[config.mk]
export PLATFORM = sky130hd
export DESIGN_NAME = decode_stage
export DESIGN_NICKNAME = d
export VERILOG_FILES = /design/src/rtl/decode_stage.sv
export SDC_FILE = /design/constraint.sdc
export NUM_CORES = 1
export LEC_CHECK = 0
export ABC_CLOCK_PERIOD_IN_PS = 3230
export BUFFER_PORTS_ARGS = -buffer_cell sky130_fd_sc_hd__buf_4
export CORE_ASPECT_RATIO = 0.6
export CORE_MARGIN = 4
export CORE_UTILIZATION = 45
export CTS_CLUSTER_DIAMETER = 120
export DETAILED_ROUTE_END_ITERATION = 8
export MAX_ROUTING_LAYER = met4
export PLACE_DENSITY = 0.72
export SETUP_SLACK_MARGIN = 0.15
export SLEW_MARGIN = 10
export SYNTH_ARGS = -nofsm -noshare
export SYNTH_HDL_FRONTEND = slang
export SYNTH_SLANG_ARGS = --single-unit
[constraint.sdc]
create_clock -name clk -period 3.23 [get_ports clk]
set_input_delay 0.646 -clock clk [delete_from_list [all_inputs] [get_ports clk]]
set_output_delay 0.646 -clock clk [all_outputs]
set_load 0.03 [all_outputs]
[src/rtl/decode_stage.sv]
// RV32I decode pipeline stage: decodes the incoming instruction combinationally and
// registers the bundle behind a valid/ready handshake with a one-entry skid buffer.
module decode_stage #(
    parameter int PC_W      = 32,
    parameter int SUPPORT_M = 0
) (
    input  logic            clk,
    input  logic            rst_n,
    input  logic            flush,
    input  logic            in_valid,
    output logic            in_ready,
    input  logic [31:0]     in_instr,
    input  logic [PC_W-1:0] in_pc,
    output logic            out_valid,
    input  logic            out_ready,
    output logic [PC_W-1:0] out_pc,
    output logic [4:0]      out_rs1,
    output logic [4:0]      out_rs2,
    output logic [4:0]      out_rd,
    output logic [31:0]     out_imm,
    output logic [4:0]      out_alu_ctr,
    output logic            out_alu_b_sel,
    output logic [3:0]      out_bxx,
    output logic            out_jal,
    output logic            out_jalr,
    output logic            out_reg_we,
    output logic            out_mem_we,
    output logic [2:0]      out_mem2reg,
    output logic [2:0]      out_mem_opr,
    output logic [3:0]      out_mem_opw,
    output logic            out_illegal
);

    localparam logic [6:0] OPC_LUI    = 7'b0110111;
    localparam logic [6:0] OPC_AUIPC  = 7'b0010111;
    localparam logic [6:0] OPC_JAL    = 7'b1101111;
    localparam logic [6:0] OPC_JALR   = 7'b1100111;
    localparam logic [6:0] OPC_BRANCH = 7'b1100011;
    localparam logic [6:0] OPC_LOAD   = 7'b0000011;
    localparam logic [6:0] OPC_STORE  = 7'b0100011;
    localparam logic [6:0] OPC_OPIMM  = 7'b0010011;
    localparam logic [6:0] OPC_OP     = 7'b0110011;

    localparam logic [6:0] F7_BASE = 7'b0000000;
    localparam logic [6:0] F7_ALT  = 7'b0100000;
    localparam logic [6:0] F7_MUL  = 7'b0000001;

    localparam logic M_EN = (SUPPORT_M != 0);

    typedef struct packed {
        logic [PC_W-1:0] pc;
        logic [4:0]      rs1;
        logic [4:0]      rs2;
        logic [4:0]      rd;
        logic [31:0]     imm;
        logic [4:0]      alu_ctr;
        logic            alu_b_sel;
        logic [3:0]      bxx;
        logic            jal;
        logic            jalr;
        logic            reg_we;
        logic            mem_we;
        logic [2:0]      mem2reg;
        logic [2:0]      mem_opr;
        logic [3:0]      mem_opw;
        logic            illegal;
    } bundle_t;

    logic [6:0]  opcode;
    logic [2:0]  func3;
    logic [6:0]  func7;
    logic [31:0] imm_i;
    logic [31:0] imm_s;
    logic [31:0] imm_b;
    logic [31:0] imm_u;
    logic [31:0] imm_j;

    logic is_lui, is_auipc, is_jal, is_jalr, is_branch, is_load, is_store, is_opimm, is_op;
    logic op_legal;
    logic illegal;
    bundle_t dec;

    assign opcode = in_instr[6:0];
    assign func3  = in_instr[14:12];
    assign func7  = in_instr[31:25];

    assign imm_i = {{20{in_instr[31]}}, in_instr[31:20]};
    assign imm_s = {{20{in_instr[31]}}, in_instr[31:25], in_instr[11:7]};
    assign imm_b = {{19{in_instr[31]}}, in_instr[31], in_instr[7], in_instr[30:25], in_instr[11:8], 1'b0};
    assign imm_u = {in_instr[31:12], 12'h000};
    assign imm_j = {{11{in_instr[31]}}, in_instr[31], in_instr[19:12], in_instr[20], in_instr[30:21], 1'b0};

    assign is_lui    = (opcode == OPC_LUI);
    assign is_auipc  = (opcode == OPC_AUIPC);
    assign is_jal    = (opcode == OPC_JAL);
    assign is_jalr   = (opcode == OPC_JALR);
    assign is_branch = (opcode == OPC_BRANCH);
    assign is_load   = (opcode == OPC_LOAD);
    assign is_store  = (opcode == OPC_STORE);
    assign is_opimm  = (opcode == OPC_OPIMM);
    assign is_op     = (opcode == OPC_OP);

    always_comb begin
        op_legal = 1'b0;
        case (opcode)
            OPC_LUI, OPC_AUIPC, OPC_JAL: op_legal = 1'b1;
            OPC_JALR:   op_legal = (func3 == 3'b000);
            OPC_BRANCH: op_legal = (func3[2:1] != 2'b01);
            OPC_LOAD:   op_legal = (func3 != 3'b011) && (func3[2:1] != 2'b11);
            OPC_STORE:  op_legal = (func3 < 3'b011);
            // only the shift-immediates carry a func7 field; other I-ALU ops use those bits as immediate
            OPC_OPIMM: begin
                if (func3 == 3'b001)
                    op_legal = (func7 == F7_BASE);
                else if (func3 == 3'b101)
                    op_legal = (func7 == F7_BASE) || (func7 == F7_ALT);
                else
                    op_legal = 1'b1;
            end
            OPC_OP: op_legal = (func7 == F7_BASE)
                            || ((func7 == F7_ALT) && ((func3 == 3'b000) || (func3 == 3'b101)))
                            || ((func7 == F7_MUL) && M_EN);
            default: op_legal = 1'b0;
        endcase
        illegal = !op_legal || (in_instr[1:0] != 2'b11);
    end

    always_comb begin
        dec         = '0;
        dec.pc      = in_pc;
        dec.rs1     = in_instr[19:15];
        dec.rs2     = in_instr[24:20];
        dec.rd      = in_instr[11:7];
        dec.bxx     = {is_branch && !illegal, func3};
        dec.illegal = illegal;
        if (!illegal) begin
            if (is_branch)
                dec.imm = imm_b;
            else if (is_store)
                dec.imm = imm_s;
            else if (is_lui || is_auipc)
                dec.imm = imm_u;
            else if (is_jal)
                dec.imm = imm_j;
            else if (!is_op)
                dec.imm = imm_i;

            // branches compare via sub (eq/ne), slt (lt/ge) or sltu (ltu/geu)
            if (is_op)
                dec.alu_ctr = (func7 == F7_MUL) ? {2'b10, func3} : {1'b0, func7[5], func3};
            else if (is_opimm)
                dec.alu_ctr = {1'b0, (func3 == 3'b101) && func7[5], func3};
            else if (is_branch)
                dec.alu_ctr = func3[2] ? {4'b0001, func3[1]} : 5'b01000;

            dec.alu_b_sel = !(is_op || is_branch);
            dec.jal       = is_jal;
            dec.jalr      = is_jalr;
            dec.reg_we    = !(is_branch || is_store) && (in_instr[11:7] != 5'd0);
            dec.mem_we    = is_store;
            dec.mem_opr   = is_load ? func3 : 3'b000;

            if (is_load)
                dec.mem2reg = 3'b001;
            else if (is_jal || is_jalr)
                dec.mem2reg = 3'b010;
            else if (is_lui)
                dec.mem2reg = 3'b011;
            else if (is_auipc)
                dec.mem2reg = 3'b100;

            if (is_store)
                dec.mem_opw = (func3 == 3'b000) ? 4'b0001 : (func3 == 3'b001) ? 4'b0011 : 4'b1111;
        end
    end

    logic    out_valid_q, out_valid_d;
    logic    skid_valid_q, skid_valid_d;
    bundle_t main_q, main_d;
    bundle_t skid_q, skid_d;
    logic    accept;
    logic    load_main;

    assign in_ready  = rst_n && !skid_valid_q;
    assign accept    = in_valid && in_ready;
    assign load_main = !out_valid_q || out_ready;

    always_comb begin
        out_valid_d  = out_valid_q;
        skid_valid_d = skid_valid_q;
        main_d       = main_q;
        skid_d       = skid_q;
        if (flush) begin
            out_valid_d  = 1'b0;
            skid_valid_d = 1'b0;
        end else if (load_main) begin
            if (skid_valid_q) begin
                main_d       = skid_q;
                out_valid_d  = 1'b1;
                skid_valid_d = 1'b0;
            end else if (accept) begin
                main_d      = dec;
                out_valid_d = 1'b1;
            end else begin
                out_valid_d = 1'b0;
            end
        end else if (accept) begin
            skid_d       = dec;
            skid_valid_d = 1'b1;
        end
    end

    always_ff @(posedge clk or negedge rst_n) begin
        if (!rst_n) begin
            out_valid_q  <= 1'b0;
            skid_valid_q <= 1'b0;
            main_q       <= '0;
            skid_q       <= '0;
        end else begin
            out_valid_q  <= out_valid_d;
            skid_valid_q <= skid_valid_d;
            main_q       <= main_d;
            skid_q       <= skid_d;
        end
    end

    assign out_valid     = out_valid_q;
    assign out_pc        = main_q.pc;
    assign out_rs1       = main_q.rs1;
    assign out_rs2       = main_q.rs2;
    assign out_rd        = main_q.rd;
    assign out_imm       = main_q.imm;
    assign out_alu_ctr   = main_q.alu_ctr;
    assign out_alu_b_sel = main_q.alu_b_sel;
    assign out_bxx       = main_q.bxx;
    assign out_jal       = main_q.jal;
    assign out_jalr      = main_q.jalr;
    assign out_reg_we    = main_q.reg_we;
    assign out_mem_we    = main_q.mem_we;
    assign out_mem2reg   = main_q.mem2reg;
    assign out_mem_opr   = main_q.mem_opr;
    assign out_mem_opw   = main_q.mem_opw;
    assign out_illegal   = main_q.illegal;

endmodule

==> impl_results.md, run 1 <==
* Initial Utilization at 0.4675
* Pre-Repair DR Iteration Count at 6
* Clk pin slew, worst setup/hold paths at 0.07 ns
* Max-Cap Viols at 0
* Skew-Pair Late Insertion Delay at 0.49 ns
* Synth Area in XOR/XNOR at 0
* Simple-Gate Fraction of Synth Area at 0.1648
* Final HPWL DP at 17.37 mm
* Clk_skew at 0.007649 ns
* Register area at 5159 µm²
* Post-synthesis sequential area ratio at 0.5413
* FMAX at 420.2 MHz
* Port buffer count at 174
* Via density at 5.527
* CP max stage delay at 0.76 ns
* Worst Hold Class: in -> async
* Power Density at 572.0 nW/µm²
* Layout cells sized above 1 at 0.2536
* Largest family of logic cells by synthesized area: compound AO/OA/AOI/OAI gates
* Vias in the first global route at 7326
* Cts bufs inserted at 20
* Adder-cell share of the synthesized area at 0
* Finished layout cell area at 11690 µm²
* Mapped cell area at 9523 µm²
* First-pass GRT wire length at 41.06 mm
* Final number of hold-violating endpoints at 0
* Crit path arrival time at 2.73 ns
* Synth cell types at 55
* ANT cells at 0
* Final TNS setup at 0 ns
* Grt total ovfl at 0
* GP Congestion at 0.8505
* Synth Area in Compound Gates at 0.1833
* Syn nets at 1038
* Type of origin of the critical path: register
* Post-Syn Instances at 969
* Top_reg_cell synth: dfrtp_1
* Largest net degree at the start of global routing at 110
* Filler cell count at 1778
* Synth-to-Final Area Change at 22.76%
* Initial antenna violation count at 0
* Final core utilization at 0.5739
* CP max-delay cell: buf_4
* Die W at 195.8 µm
* Post-DR wirelength/cell at 18.69 µm
* CTS tree: built
* All-Layer GR Usage at 0.2195
* Final Setup Violations at 0
* Floorplan row count at 40
* Postcts setup bufs at 0
* Worst Setup End Kind: register
* Status: completed
* Fin crit share at 0.7368
* Total Wirelength at 26.04 mm
* Ys async rst share at 1.000
* Worst-Margin Slew at 1.003 ns
* Clk sinks at 206
* Via count at 7699
* DRT iter0 DRCs at 549
* PostCTS Resize Cnt at 0
* Final min period at 2.380 ns
* Post-CTS Hold Fix Bufs at 0
* Mux share of post-synthesis cell area at 0.07016
* Die area at 23630 µm²
* Ports at 175
* Die height at 120.7 µm
* Worst EP required at 3.58 ns
* Clock buffer depth at 3
* Number of synthesized register bits at 206
* Post-DP Area at 11000 µm²
* Multi-input logic area at 3993 µm²
* Synthesis warning total at 0
* DR DRC count at 0
* Crit path max fanout at 88
* NumNets Final at 1175
* Unrepaired setup endpoints after global routing: false
* Lkg Pwr at 5.555 nW
* Routed Antenna Nets at 0
* H-tree depth at 1
* Max Slew Vio Count at 0
* Crit-path cells: buf_4 > buf_4 > mux2i_1 > o21ai_0
* Avg Inst Size Synth at 9.828 µm²
* Number of flops mapped to enable cells by yosys at 0
* Slew headroom at 0.3315
* Clk root buf: clkbuf_16
* Setup CP Type: reg -> reg
* Max VDD drop at 0.3507 mV
* CP dominant cell by count: buf_4
* Core area at 20370 µm²
## sequential cells by signal (all words and copies together) (netlist names)
signal	flops
out_illegal	1
out_mem_opw	3
out_alu_b_sel	1
out_rs1	5
out_alu_ctr	5
skid_valid_q	1
out_imm	32
out_bxx	4
out_reg_we	1
out_pc	32
out_mem_opr	3
out_mem2reg	3
skid_q	102
out_jalr	1
out_rs2	5
out_jal	1
out_rd	5
out_valid	1
## area by class of cell
class                   instances  share of cell area
clock inverters                 8            0.008027
clock buffers                  28             0.05063
multi-input cells             681              0.3415
inverters                       3           0.0009633
well taps                     273             0.02922
flip-flops and latches        206              0.4413
repair buffers                194              0.1283
## per-layer routing
layer	global-route usage	up-vias	part of all wire
met5	-	-	0
met4	0.04098	0	0.017
met3	0.05569	36	0.081
met2	0.2938	240	0.41
met1	0.3374	3767	0.49
li1	-	3656	-
## stage by stage
stage	std cells	worst slack (ns)	hold slack [ns]	total power [mW]
3_3_place_gp	1357	0.6552	0.4530	4.277
2_1_floorplan	969	0.9070	0.3504	3.744
4_1_cts	1393	0.8402	0.2728	6.754
3_5_place_dp	1357	0.6059	0.4620	4.311
6_report	1393	0.8503	0.2639	6.687
5_1_grt	1393	0.6848	0.2943	6.989
## placed cells by master (no fill, tap or decap), types with 7 or more instances in the layout
cell type and n:
a211oi_1 10, a21oi_1 55, a22o_1 8, and3_1 32, buf_4 190, clkbuf_16 21, dfrtp_1 205, mux2_2 14
mux2i_1 51, nand2_1 248, nand3_1 7, nor2_1 28, nor3_1 12, o21ai_0 107, o21ai_1 12, o221a_2 9
o31ai_2 14
## path summary, 6_finish.rpt
check                      depth (start not counted)  slack (ns)    startpoint         end
setup / recovery                                   4        0.85  skid_valid_q   out_pc[6]
hold / removal                                     2        0.26         rst_n  skid_q[42]
setup reg to reg                                   4        0.85  skid_valid_q   out_pc[6]
hold reg to reg                                    2        0.47     skid_q[9]   skid_q[9]
max in group asynchronous                          3        1.66         rst_n  skid_q[52]
min in group clk                                   2        0.34         flush   out_valid
## synthesized netlist by cell type (10+ instances only)
master,instances,area share
nor3_1,13,0.0068
a21oi_1,55,0.029
mux2i_1,51,0.054
nand2_1,248,0.098
mux2_2,14,0.017
o31ai_2,14,0.018
and3_1,32,0.021
o21ai_1,12,0.0063
a211oi_1,10,0.0079
clkbuf_1,51,0.020
o21ai_0,107,0.056
nor2_1,28,0.011
dfrtp_1,206,0.54
## where the power goes
part / leakage, nW / switching [mW] / total (mW) / internal, mW
sequential: 2.73 / 0.163 / 3.02 / 2.86
combinational: 2.48 / 0.775 / 1.23 / 0.459
clock: 0.343 / 0.988 / 2.43 / 1.44
## logic make-up (layout without fill, tap and decap cells)
group                  count (synthesis)  after routing
and+or+nand+nor                      360            360
AOI/OAI and AO/OA                    256            256
DFF                                  206            206
buffers and inverters                 82            233
muxes                                 65             65
## critical path: cells and delay by family, from the launching register on
| family | cells | cell delay, ns |
|---|---|---|
| DFF | 1 | 0.41 |
| AOI/OAI and AO/OA | 1 | 0.10 |
| muxes | 1 | 0.27 |
| buffers and inverters | 2 | 1.39 |
Power figures use the tool's default switching activity.
==> run 2: changes to the inputs <==
ABC_CLOCK_PERIOD_IN_PS = 2100   (was 3230)
PLACE_DENSITY = 0.74   (was 0.72)
clock period = 2.1 ns   (was 3.23 ns; I/O delays follow)
==> impl_results.md, run 2 (synthesis gave the netlist of run 1 again) <==
* Status: completed
* Clock buffer depth at 3
* Routed Antenna Nets at 0
* Vias in the first global route at 7635
* Final core utilization at 0.5951
* FF-to-FF End: out_imm[27]
* Layout cells sized above 1 at 0.2858
* FMAX at 525.2 MHz
* Ports at 175
* Biggest register: skid_q
* Fin crit share at 0.9067
* CP max-delay cell: or3_4
* First-pass GRT wire length at 42.66 mm
* Total Wirelength at 27.13 mm
* Largest net degree at the start of global routing at 152
* Worst Setup End Kind: register
* Cts bufs inserted at 21
* Clk pin slew, worst setup/hold paths at 0.06 ns
* Initial Utilization at 0.4675
* Crit path buf inv count at 0
* NumNets Final at 1220
* Floorplan row count at 40
* Via density at 5.574
* Initial antenna violation count at 0
* ANT cells at 0
* Grt total ovfl at 0
* Port buffer count at 174
* Largest register FFs at 102
* Max-Cap Viols at 0
* Register area at 5160 µm²
* R2R setup slack at 0.20 ns
* Worst Hold Class: in -> reg
* Worst-Margin Slew at 0.8007 ns
* Unrepaired setup endpoints after global routing: true
* Die W at 195.8 µm
* Reg-to-reg startpoint: out_valid
* Type of origin of the critical path: register
* CTS tree: built
* Most common cell after layout, fill and taps aside: nand2_1
* Filler cell count at 1713
* Commonest non-fill, non-tap cells in the layout: nand2_1, buf_4, dfrtp_1
* Setup WS post-layout at 0.1960 ns
* Final HPWL DP at 18.26 mm
* Crit path max-delay family: simple AND/OR/NAND/NOR gates
* Synth-to-Final Area Change at 27.30%
* Final TNS setup at 0 ns
* Core area at 20370 µm²
* Clk root buf: clkbuf_16
* Worst setup path startpoint: out_valid
* Pre-CTS setup slack at -0.1645 ns
* DRT iter0 DRCs at 623
* Die area at 23630 µm²
* Clk_skew at 0.01132 ns
* Clk sinks at 206
* Hold path depth at 2
* Die height at 120.7 µm
* Lkg Pwr at 5.770 nW
* Worst EP required at 2.46 ns
* Crit path arrival time at 2.27 ns
* Final Setup Violations at 0
* Crit path max fanout at 14
* Skew-Pair Late Insertion Delay at 0.49 ns
* Pre-Repair DR Iteration Count at 5
* Crit-path cells: nor2b_1 > or3_4 > a21oi_1 > nor3b_1 > a211oi_2
* DR DRC count at 0
* GP Congestion at 0.8808
* Post-DR wirelength/cell at 18.87 µm
* All-Layer GR Usage at 0.2280
* H-tree depth at 1
* Number of cells on the worst reg-to-reg path at 5
* Via count at 8015
* Multi-input logic area at 4024 µm²
* Setup CP Type: reg -> reg
* Cell depth of the worst setup path at 5
* Final min period at 1.904 ns
* Max VDD drop at 0.5193 mV
* Slew headroom at 0.4662
* CP max stage delay at 0.52 ns
* Max Slew Vio Count at 0
* Critical path endpoint: out_imm[27]
* Power Density at 837.9 nW/µm²
* Final number of hold-violating endpoints at 0
-- run 2: cell count changes in the layout (fill, tap and decap cells not counted), sizes merged --
cell,before,now
clkinvlp,0,1
clkbuf,29,33
buf,193,236
bufinv,2,0
inv,4,3
-- run 2: metrics by stage --
step | instance area (µm²) | power, mW | hold WS, ns | cells
floorplan | 9545 | 5.762 | 0.1244 | 969
global placement | 11390 | 6.633 | 0.4528 | 1397
detailed placement | 11390 | 6.688 | 0.4620 | 1397
CTS | 12040 | 10.22 | 0.1061 | 1434
global route | 12120 | 10.59 | 0.1126 | 1438
finish | 12120 | 10.16 | 0.1230 | 1438
-- run 2: area by class of cell --
cell class                      instances  area share
Timing Repair Buffer                  238      0.1606
Sequential cell                       206      0.4256
Multi-Input combinational cell        681      0.3319
Inverter                                3   0.0009289
Tap cell                              273     0.02818
Clock buffer                           31     0.04975
Clock inverter                          6    0.002993
-- run 2: worst min path at each step --
| stage | startpoint | end | slack [ns] |
|---|---|---|---|
| 6_report | flush | skid_valid_q | 0.12 |
| 5_1_grt | flush | out_valid | 0.11 |
| 4_1_cts | flush | out_valid | 0.11 |
| 3_5_place_dp | skid_q[89] | skid_q[89] | 0.46 |
| 3_3_place_gp | skid_q[19] | skid_q[19] | 0.45 |
| 2_1_floorplan | rst_n | out_alu_b_sel | 0.12 |
-- run 2: routing by layer --
| layer | vias to the layer above | share of wire | global-route usage |
|---|---|---|---|
| li1 | 3739 | - | - |
| met1 | 3921 | 0.48 | 0.3518 |
| met2 | 316 | 0.42 | 0.3122 |
| met3 | 39 | 0.095 | 0.05430 |
| met4 | 0 | 0.013 | 0.03182 |
| met5 | - | 0 | - |
-- run 2: timing repair --
| item | 4_1_cts | 5_1_grt |
|---|---|---|
| gates cloned | 0 | 1 |
| endpoints found under the setup margin | 2 | 142 |
| pin swaps | 0 | 2 |
| buffers inserted | 0 | 3 |
| resized for setup | 1 | 4 |
| hold buffers | 0 | 0 |
-- run 2: report_power, final --
group	leakage [nW]	total (mW)	internal [mW]	switching (mW)
clock	0.315	3.53	1.99	1.54
combinational	2.73	1.98	0.753	1.23
sequential	2.73	4.65	4.40	0.251
